<file path="src/rtl/packet_unpacker_module.sv">
// Receive-side frame unpacker: locks onto an alternating P0/P1 sync preamble plus zero padding,
// then recovers one word from the middle of each data block and emits them as one AXI-Stream packet.
module packet_unpacker_module #(
  parameter int C_S00_AXIS_TDATA_WIDTH = 32,
  parameter int C_M00_AXIS_TDATA_WIDTH = 32,
  parameter int NUM_SAMPLES            = 100,
  parameter int NUM_DATA               = 4,
  parameter int SYNC_BLOCKS            = 4,
  parameter int PAD_BLOCKS             = 4,
  parameter int THRESH                 = 16384
) (
  input  logic                                  s00_axis_aclk,
  input  logic                                  s00_axis_aresetn,
  input  logic [C_S00_AXIS_TDATA_WIDTH-1:0]     s00_axis_tdata,
  input  logic                                  s00_axis_tvalid,
  input  logic                                  s00_axis_tlast,
  input  logic [(C_S00_AXIS_TDATA_WIDTH/8)-1:0] s00_axis_tstrb,
  output logic                                  s00_axis_tready,
  input  logic                                  m00_axis_tready,
  output logic [C_M00_AXIS_TDATA_WIDTH-1:0]     m00_axis_tdata,
  output logic                                  m00_axis_tvalid,
  output logic                                  m00_axis_tlast,
  output logic [(C_M00_AXIS_TDATA_WIDTH/8)-1:0] m00_axis_tstrb,
  output logic                                  sync_err,
  output logic [15:0]                           frame_count,
  output logic [2:0]                            led
);

  localparam int SC_W    = $clog2(NUM_SAMPLES);
  localparam int RUN_W   = $clog2(NUM_SAMPLES + 1);
  localparam int BLK_MAX = (SYNC_BLOCKS > PAD_BLOCKS)
                           ? ((SYNC_BLOCKS > NUM_DATA) ? SYNC_BLOCKS : NUM_DATA)
                           : ((PAD_BLOCKS > NUM_DATA) ? PAD_BLOCKS : NUM_DATA);
  localparam int BLK_W   = (BLK_MAX > 2) ? $clog2(BLK_MAX) : 1;

  localparam logic [SC_W-1:0]   SC_LAST    = SC_W'(NUM_SAMPLES - 1);
  localparam logic [SC_W-1:0]   SC_MID     = SC_W'(NUM_SAMPLES / 2);
  localparam logic [RUN_W-1:0]  RUN_LAST   = RUN_W'(NUM_SAMPLES - 1);
  localparam logic [BLK_W-1:0]  SYNC_LAST  = BLK_W'(SYNC_BLOCKS - 1);
  localparam logic [BLK_W-1:0]  PAD_LAST   = BLK_W'(PAD_BLOCKS - 1);
  localparam logic [BLK_W-1:0]  DATA_LAST  = BLK_W'(NUM_DATA - 1);
  localparam logic signed [16:0] THR_POS   = 17'(THRESH);
  localparam logic signed [16:0] THR_NEG   = -THR_POS;

  typedef enum logic [1:0] {
    HUNT = 2'd0,
    SYNC = 2'd1,
    PAD  = 2'd2,
    DATA = 2'd3
  } state_t;

  typedef enum logic [1:0] {
    CLS_P0,
    CLS_P1,
    CLS_ZERO,
    CLS_OTHER
  } cls_t;

  state_t                state, state_n;
  logic [SC_W-1:0]       sample_cnt, sample_n;
  logic [BLK_W-1:0]      block_cnt, block_n;
  logic [RUN_W-1:0]      run, run_n;
  logic                  expect_p1, expect_n;
  logic                  sync_err_n;
  logic                  valid_n, last_n;
  logic [C_M00_AXIS_TDATA_WIDTH-1:0] data_n;
  logic [15:0]           frame_n;

  logic                  accept;
  logic                  sample_wrap;
  logic signed [16:0]    i_ext, q_ext;
  logic                  i_in_band, q_in_band;
  cls_t                  cls;
  logic                  unused_inputs;

  assign unused_inputs = ^{s00_axis_tlast, s00_axis_tstrb};

  // Sign-extend both halves by one bit so THRESH itself compares without overflow.
  assign i_ext     = {s00_axis_tdata[C_S00_AXIS_TDATA_WIDTH-1], s00_axis_tdata[C_S00_AXIS_TDATA_WIDTH-1 -: 16]};
  assign q_ext     = {s00_axis_tdata[15], s00_axis_tdata[15:0]};
  assign i_in_band = (i_ext > THR_NEG) && (i_ext < THR_POS);
  assign q_in_band = (q_ext > THR_NEG) && (q_ext < THR_POS);

  always_comb begin
    if ((i_ext >= THR_POS) && q_in_band)      cls = CLS_P0;
    else if ((q_ext >= THR_POS) && i_in_band) cls = CLS_P1;
    else if (i_in_band && q_in_band)          cls = CLS_ZERO;
    else                                      cls = CLS_OTHER;
  end

  // Input stalls only when the next capture would overwrite a word still waiting downstream.
  assign s00_axis_tready = !((state == DATA) && (sample_cnt == SC_MID) && m00_axis_tvalid);
  assign accept          = s00_axis_tvalid && s00_axis_tready;
  assign sample_wrap     = (sample_cnt == SC_LAST);

  assign m00_axis_tstrb  = '1;
  assign led             = {1'b0, state};

  // NOTE: every signal written here gets a default first, so no path leaves it unassigned and no latch is inferred.
  always_comb begin
    state_n    = state;
    sample_n   = sample_cnt;
    block_n    = block_cnt;
    run_n      = run;
    expect_n   = expect_p1;
    sync_err_n = 1'b0;
    valid_n    = m00_axis_tvalid;
    last_n     = m00_axis_tlast;
    data_n     = m00_axis_tdata;
    frame_n    = frame_count;

    if (m00_axis_tvalid && m00_axis_tready) begin
      valid_n = 1'b0;
      if (m00_axis_tlast) frame_n = frame_count + 16'd1;
    end

    if (accept) begin
      sample_n = sample_wrap ? '0 : sample_cnt + 1'b1;
      unique case (state)
        HUNT: begin
          sample_n = '0;
          if (cls == CLS_P0) begin
            if (run == RUN_LAST) begin
              state_n  = SYNC;
              block_n  = BLK_W'(1);
              expect_n = 1'b1;
              run_n    = '0;
            end else begin
              run_n = run + 1'b1;
            end
          end else begin
            run_n = '0;
          end
        end

        SYNC: begin
          if (cls != (expect_p1 ? CLS_P1 : CLS_P0)) begin
            state_n    = HUNT;
            sync_err_n = 1'b1;
            run_n      = (cls == CLS_P0) ? RUN_W'(1) : '0;
            sample_n   = '0;
            block_n    = '0;
          end else if (sample_wrap) begin
            expect_n = ~expect_p1;
            if (block_cnt == SYNC_LAST) begin
              state_n = PAD;
              block_n = '0;
            end else begin
              block_n = block_cnt + 1'b1;
            end
          end
        end

        PAD: begin
          if (cls != CLS_ZERO) begin
            state_n    = HUNT;
            sync_err_n = 1'b1;
            run_n      = (cls == CLS_P0) ? RUN_W'(1) : '0;
            sample_n   = '0;
            block_n    = '0;
          end else if (sample_wrap) begin
            if (block_cnt == PAD_LAST) begin
              state_n = DATA;
              block_n = '0;
            end else begin
              block_n = block_cnt + 1'b1;
            end
          end
        end

        DATA: begin
          if (sample_cnt == SC_MID) begin
            valid_n = 1'b1;
            data_n  = C_M00_AXIS_TDATA_WIDTH'(s00_axis_tdata);
            last_n  = (block_cnt == DATA_LAST);
          end
          if (sample_wrap) begin
            if (block_cnt == DATA_LAST) begin
              state_n = HUNT;
              block_n = '0;
              run_n   = '0;
            end else begin
              block_n = block_cnt + 1'b1;
            end
          end
        end

        default: state_n = HUNT;
      endcase
    end
  end

  // NOTE: state uses non-blocking assignments so every register samples pre-edge values regardless of statement order.
  always_ff @(posedge s00_axis_aclk or negedge s00_axis_aresetn) begin
    if (!s00_axis_aresetn) begin
      // NOTE: the output word register is reset too, so a frame cut short by reset leaves nothing behind.
      state           <= HUNT;
      sample_cnt      <= '0;
      block_cnt       <= '0;
      run             <= '0;
      expect_p1       <= 1'b0;
      sync_err        <= 1'b0;
      m00_axis_tvalid <= 1'b0;
      m00_axis_tlast  <= 1'b0;
      m00_axis_tdata  <= '0;
      frame_count     <= '0;
    end else begin
      state           <= state_n;
      sample_cnt      <= sample_n;
      block_cnt       <= block_n;
      run             <= run_n;
      expect_p1       <= expect_n;
      sync_err        <= sync_err_n;
      m00_axis_tvalid <= valid_n;
      m00_axis_tlast  <= last_n;
      m00_axis_tdata  <= data_n;
      frame_count     <= frame_n;
    end
  end

endmodule

</file>
<file path="config.mk">
export PLATFORM = sky130hd
export DESIGN_NAME = packet_unpacker_module
export DESIGN_NICKNAME = d
export VERILOG_FILES = /design/src/rtl/packet_unpacker_module.sv
export SDC_FILE = /design/constraint.sdc
export NUM_CORES = 1
export LEC_CHECK = 0
export CORE_AREA = 10 10 102 104
export DETAILED_ROUTE_END_ITERATION = 7
export DIE_AREA = 0 0 112 114
export GPL_ROUTABILITY_DRIVEN = 1
export PLACE_DENSITY_LB_ADDON = 0.25
export REMOVE_ABC_BUFFERS = 1
export SETUP_SLACK_MARGIN = 0.5
export SYNTH_ARGS = -nofsm -noshare
export SYNTH_HDL_FRONTEND = slang
export SYNTH_SLANG_ARGS = --single-unit
</file>
<file path="constraint.sdc">
create_clock -name s00_axis_aclk -period 2.2 [get_ports s00_axis_aclk]
set_clock_uncertainty 0.15 [all_clocks]
set_input_delay 0.44 -clock s00_axis_aclk [delete_from_list [all_inputs] [get_ports s00_axis_aclk]]
set_output_delay 0.44 -clock s00_axis_aclk [all_outputs]
set_load 0.05 [all_outputs]
</file>
# Word level (Yosys, flattened, before mapping)
# Index checks and enable logic that the tools add are counted.
# totals
latch_bits,0
regBits,70
ram_bits,0
n_memories,0
word_cells,106
mem_bits_ro,0
out_inout_bits,59
# op_classes
n_mul,0
n_div,0
muxes,45
n_shift,0
n_bitwise,1
n_addsub,4
magnitude_cmp,6
n_eq_ne,21
reduce_logical,19
# ops
op,n
$mux 7,9
$ge 16x16->1 const B,2
$gt 16x15->1 const B,2
$lt 16x16->1 const B,2
$mux 2,16
$pmux 7 s4,1
$pmux 7 s3,1
$add 16x1->16 const B,1
$ne 2x2->1 const B,8
$pmux 2 s4,2
$add 7x1->7 const B,2
$eq 7x7->1 const B,2
$mux 1,14
$ne 3x3->1 const B,4
$logic_and 1x1->1,9
$reduce_and 9->1,1
$eq 7x6->1 const B,1
$eq 2x2->1 const B,3
$reduce_and 3->1,2
$reduce_and 6->1,1
$reduce_and 5->1,1
$logic_not 2->1,2
$pmux 1 s2,2
$add 2x1->2 const B,1
other kinds (7),7

# Depth between registers and ports, before layout
# depth
ltp_word,10
ltp_mapped,9
mapped_depth_nobuf,9

# Worst setup path before layout
# Ideal clock, no wire load.
# synth_path
path_type,flip-flop to flip-flop
from,register state[1]
to,register m00_axis_tdata[10]
path_slack_ps,-829
n_path_buf,1
stages_incl_launch_ff,8
required_ps,1925
period_less_slack_ps,3029
setup_time_ps,125
t_arrival_ps,2755
path_cell_list,dfrtp_1 > ha_1 > and3_1 > nand3_1 > and2_1 > nand3_2 > buf_4 > mux2_2
# synth_between
elab_chain_len,6
# synth_rtl
item,line,source
start: declaration,59,"state_t state, state_n;"
start signal: assignment,208,state <= state_n;
$eq 2x2->1,92,assign s00_axis_tready = !((state == DATA) && (sample_cnt == SC_MID) && m00_axis_tvalid);
$logic_and 1x1->1 (2 in series),92,
$logic_not 1->1,92,
net s00_axis_tready,18,"output logic s00_axis_tready,"
$logic_and 1x1->1,93,assign accept = s00_axis_tvalid && s00_axis_tready;
$reduce_and 3->1 (no source line),-,
end signal: assignment,216,m00_axis_tdata <= data_n;
end: declaration,20,"output logic [C_M00_AXIS_TDATA_WIDTH-1:0] m00_axis_tdata,"
# The timed path passes the listed nets, and every way through them passes these cells.
# A chain may end at the register's enable or synchronous reset.

# Worst setup path after layout
# layout_path
from,register sample_cnt[0]
to,output s00_axis_tready
# layout_between
elab_chain_len,4
# layout_rtl
item,line,source
start: declaration,60,"logic [SC_W-1:0] sample_cnt, sample_n;"
start signal: assignment,209,sample_cnt <= sample_n;
$eq 7x6->1,92,
$logic_and 1x1->1 (2 in series),92,
$logic_not 1->1,92,
end: declaration,18,
# No other way between the ends.

==> impl_summary.md <==
Layout
The final design utilization is 0.647. The filler cells instantiated in the layout total about 660. The proportion of layout cells with a drive suffix above 1 is 0.593. After the last flow step, the layout net total stands at between 500 and 600. The growth of design area from synthesis to finish is 56.3%. The number of antenna diodes in the final layout is 0.

Power and ir drop
The power density of the placed cells is between 800 and 900 nW/um^2. The analysis attributes to cell leakage a power of roughly 2.6 nW. The overall power after layout is approximately 4.7 mW. Across the VDD grid, the largest voltage drop is 0.598 mV.

Floorplan
Pin placement for this block handled 100 I/O pins. The width of the die is around 110 um. The die covers roughly 13000 um^2.

The placeable core region is between 8000 and 9000 um^2. The initial standard-cell utilization of the core is 0.414. The die height is approximately 110 um. The floorplan has 34 rows.

Hold path
The path with the worst hold slack has its endpoint at m00_axis_tvalid$_DFF_PN0_. The startpoint identified for the worst hold timing path is m00_axis_tready. In this run the worst hold path is classified as in -> reg. Counting instances, the worst hold path has a depth of 2.

Place
Port buffering added between 80 and 90 buffers. The worst setup slack after placement is -679 ps. The placer's final routability congestion estimate is around 0.90. The HPWL after detailed placement is approximately 6400 um.

Logic synthesis
The cell count after synthesis came out at between 200 and 300. The dominant synthesized flop cell is sky130_fd_sc_hd__dfrtp_1. The number of different library cells in the post-synthesis netlist is 56. The post-synthesis sequential area ratio is 0.500. In this run, synthesis produced a sequential element count of 70. The count of warnings emitted by yosys is 0. The fraction of registers with async set or reset after synthesis is 1.00. After synthesis the cells add up to between 3000 and 4000 um^2. A synthesized cell averages roughly 12 um^2. The number of flops mapped to enable cells by yosys is 0.

Status
The run finished with clean final reports.

Global routing
In the global route stage, overall resource usage came out at 0.153. The largest net degree at the start of global routing is 71. The first-pass GRT wire length is roughly 16000 um.

The leftover overflow at the end of global routing is 0. The number of antenna violations at the first check in global routing was 0. The via count of the first global-routing pass came to between 3k and 4k.

Critical path
The slowest stage cell on the critical path is sky130_fd_sc_hd__dfrtp_1. The data arrival time of the critical path is 1570 ps. The count of buffer and inverter cells on the critical path is 3. The peak fanout along the critical path is 2. In this run the critical register-to-register path is launched from sample_cnt[0]$_DFFE_PN0P_. On the worst path, the slowest cell contributes a delay of roughly 380 ps.

The kind of cell adding the most delay to the critical path is flip-flops. The worst setup slack for register-to-register paths is around 80 ps. The depth of the most critical reg-to-reg path is 9.

The required time reported for the critical path endpoint is 1610 ps. The critical path goes through inv_1 -> ha_1 -> nor4b_4 -> nand3_2 -> buf_6 -> buf_12. The critical path in this run is classified as reg -> out.

The critical path startpoint category is a flop. STA classifies the critical path endpoint as an output pin. The worst reg2reg path endpoint is m00_axis_tdata[21]$_DFFE_PN0P_.

Route
The first detailed-routing pass ran for 4 iterations. The number of vias per cell after detailed routing is ~5.1. In this run the remaining antenna-violating nets after routing total 0. Summed over all layers, the routed wires come to around 10000 um.

The number of design-rule violations left by the first detailed-router iteration is ~130. The detail-routed net length per standard cell is 17.7 um. The final route contains just under 3k vias. After detailed routing, the number of remaining DRC violations is 0.

Clocking
The total clock sinks is 70. The clock tree root buffer cell is sky130_fd_sc_hd__clkbuf_8. The latest clock arrival within the worst-skew pair is 350 ps.

The total CTS buffers is 9. The maximum number of buffers from clock root to sink is 2. Clock-pin slew was measured on the worst setup and hold paths at 80 ps. CTS built an H-tree with a depth of 3. The clock tree from TritonCTS is yes.

Timing
The setup total negative slack is 0 ps. The max-slew violation total from the final report is 0. Across all hold checks on the routed design, the worst slack comes to ~160 ps. Of the available clock period, the critical path in the final layout requires 0.983. For this run, the top clock speed supported by timing is between 400 and 500 MHz. Setup violations remaining at the end of the flow were counted as 0. The final worst slack is about 38 ps. Setup repair after global routing could not meet its margin everywhere. The smallest clock period supported by the final layout is computed as 2160 ps.

The number of endpoints with negative hold slack in the final report is 0.

Run
Across the run, the number of max-cap violations was 0.
==> state kept, by name (all words and copies together) (netlist names) <==
name             count
frame_count         16
block_cnt            2
m00_axis_tvalid      1
m00_axis_tlast       1
sync_err             1
m00_axis_tdata      32
expect_p1            1
sample_cnt           7
state                2
run                  7
==> worst max path at each step <==
stage | end | cells after the start | from | slack (ps)
floorplan | m00_axis_tdata[0]$_DFFE_PN0P_ | 6 | state[1]$_DFFE_PN0P_ | -1000
global placement | block_cnt[0]$_DFFE_PN0P_ | 8 | s00_axis_tdata[31] | -620
detailed placement | block_cnt[0]$_DFFE_PN0P_ | 8 | s00_axis_tdata[31] | -680
CTS | s00_axis_tready | 6 | sample_cnt[0]$_DFFE_PN0P_ | 10
global route | s00_axis_tready | 6 | sample_cnt[0]$_DFFE_PN0P_ | -80
finish | s00_axis_tready | 6 | sample_cnt[0]$_DFFE_PN0P_ | 40
==> worst register-to-register path, stage by stage, from the launching register on <==
cell	delay [ps]
sky130_fd_sc_hd__dfrtp_1	380
sky130_fd_sc_hd__inv_1	60
sky130_fd_sc_hd__ha_1	140
sky130_fd_sc_hd__nor4b_4	240
sky130_fd_sc_hd__nand3_2	130
sky130_fd_sc_hd__and2_4	170
sky130_fd_sc_hd__nand3_4	140
sky130_fd_sc_hd__buf_6	150
sky130_fd_sc_hd__buf_16	130
sky130_fd_sc_hd__mux2_2	330
==> synthesized netlist by cell type (7+ instances only) <==
cell | count | area [um^2]
sky130_fd_sc_hd__nand2_1 | 13 | 48.8
sky130_fd_sc_hd__buf_4 | 8 | 60.1
sky130_fd_sc_hd__a21oi_1 | 9 | 45.0
sky130_fd_sc_hd__mux2_2 | 34 | 383
sky130_fd_sc_hd__and3_1 | 9 | 56.3
sky130_fd_sc_hd__xnor2_1 | 11 | 96.3
sky130_fd_sc_hd__nand3_1 | 14 | 70.1
sky130_fd_sc_hd__o21ai_1 | 7 | 35.0
sky130_fd_sc_hd__dfrtp_1 | 70 | 1750
sky130_fd_sc_hd__inv_1 | 10 | 37.5
sky130_fd_sc_hd__nor2_1 | 10 | 37.5
sky130_fd_sc_hd__o21ai_0 | 10 | 50.1
sky130_fd_sc_hd__ha_1 | 9 | 113
==> per-layer routing <==
| metal | track usage | up-vias | part of all wire |
|---|---|---|---|
| li1 | - | 1397 | - |
| met1 | 0.161 | 1435 | 0.39 |
| met2 | 0.270 | 74 | 0.53 |
| met3 | 0.0672 | 12 | 0.074 |
| met4 | 0.0482 | 0 | 0.013 |
| met5 | 0 | - | 0 |
==> where the power goes <==
| part | switching (mW) | leakage, nW | internal, mW |
|---|---|---|---|
| logic | 1.19 | 1.62 | 0.708 |
| registers | 0.169 | 0.928 | 1.52 |
| clock network | 0.504 | 0.103 | 0.636 |
| total | 1.86 | 2.65 | 2.87 |
==> cell families after synthesis <==
logic type,after synthesis,share of synthesized area
DFF,70,0.500
other,2,0.00214
AOI/OAI and AO/OA,48,0.105
adders and majority gates,9,0.0321
muxes,35,0.112
buffers and inverters,19,0.0289
and+or+nand+nor,93,0.178
xor gates and xnor gates,17,0.0425
==> stage by stage <==
step	instances	cell area, um^2
2_1_floorplan	287	3450
3_3_place_gp	512	4690
3_5_place_dp	512	4690
5_1_grt	570	5480
6_report	570	5480
4_1_cts	558	5460
==> layout by cell type, fill, tap and decap left out, types with 4 or more instances in the layout <==
master / instances
sky130_fd_sc_hd__nor2_1: 10
sky130_fd_sc_hd__nand2b_1: 6
sky130_fd_sc_hd__o21ai_2: 9
sky130_fd_sc_hd__nand3_1: 9
sky130_fd_sc_hd__o31ai_2: 5
sky130_fd_sc_hd__ha_2: 4
sky130_fd_sc_hd__conb_1: 5
sky130_fd_sc_hd__mux2_2: 30
sky130_fd_sc_hd__nand2_1: 13
sky130_fd_sc_hd__buf_2: 52
sky130_fd_sc_hd__buf_6: 19
sky130_fd_sc_hd__clkbuf_8: 9
sky130_fd_sc_hd__dfrtp_1: 66
sky130_fd_sc_hd__nor4b_4: 4
sky130_fd_sc_hd__buf_4: 57
sky130_fd_sc_hd__clkdlybuf4s15_1: 4
sky130_fd_sc_hd__dfrtp_2: 4
sky130_fd_sc_hd__mux2_4: 4
sky130_fd_sc_hd__xnor2_1: 11
sky130_fd_sc_hd__inv_1: 8
sky130_fd_sc_hd__nand4_1: 5
sky130_fd_sc_hd__buf_12: 5
sky130_fd_sc_hd__buf_16: 5
sky130_fd_sc_hd__clkbuf_2: 9
sky130_fd_sc_hd__a21oi_1: 6
sky130_fd_sc_hd__nand3_2: 4
sky130_fd_sc_hd__nor4_4: 6
sky130_fd_sc_hd__and3_1: 6
sky130_fd_sc_hd__xor2_1: 5
sky130_fd_sc_hd__o21ai_1: 8
==> final cells by class <==
type	instances	area (um^2)	share of cell area
inverter	10	37.5	0.00685
tap	108	135	0.0247
multi-input combinational	208	2020	0.368
clock inverter	5	85.1	0.0155
clock buffer	10	128	0.0233
timing repair buffer	159	1320	0.241
sequential	70	1760	0.321
==> what timing repair did <==
| action | in CTS | in global routing |
|---|---|---|
| gates cloned | 6 | 0 |
| pin swaps | 35 | 32 |
| resized for setup | 303 | 128 |
| hold buffers | 1 | 0 |
| buffers inserted | 24 | 12 |
| hold endpoints to repair | 70 | 0 |
| endpoints found under the setup margin | 100 | 94 |
Power figures use the tool's default switching activity.
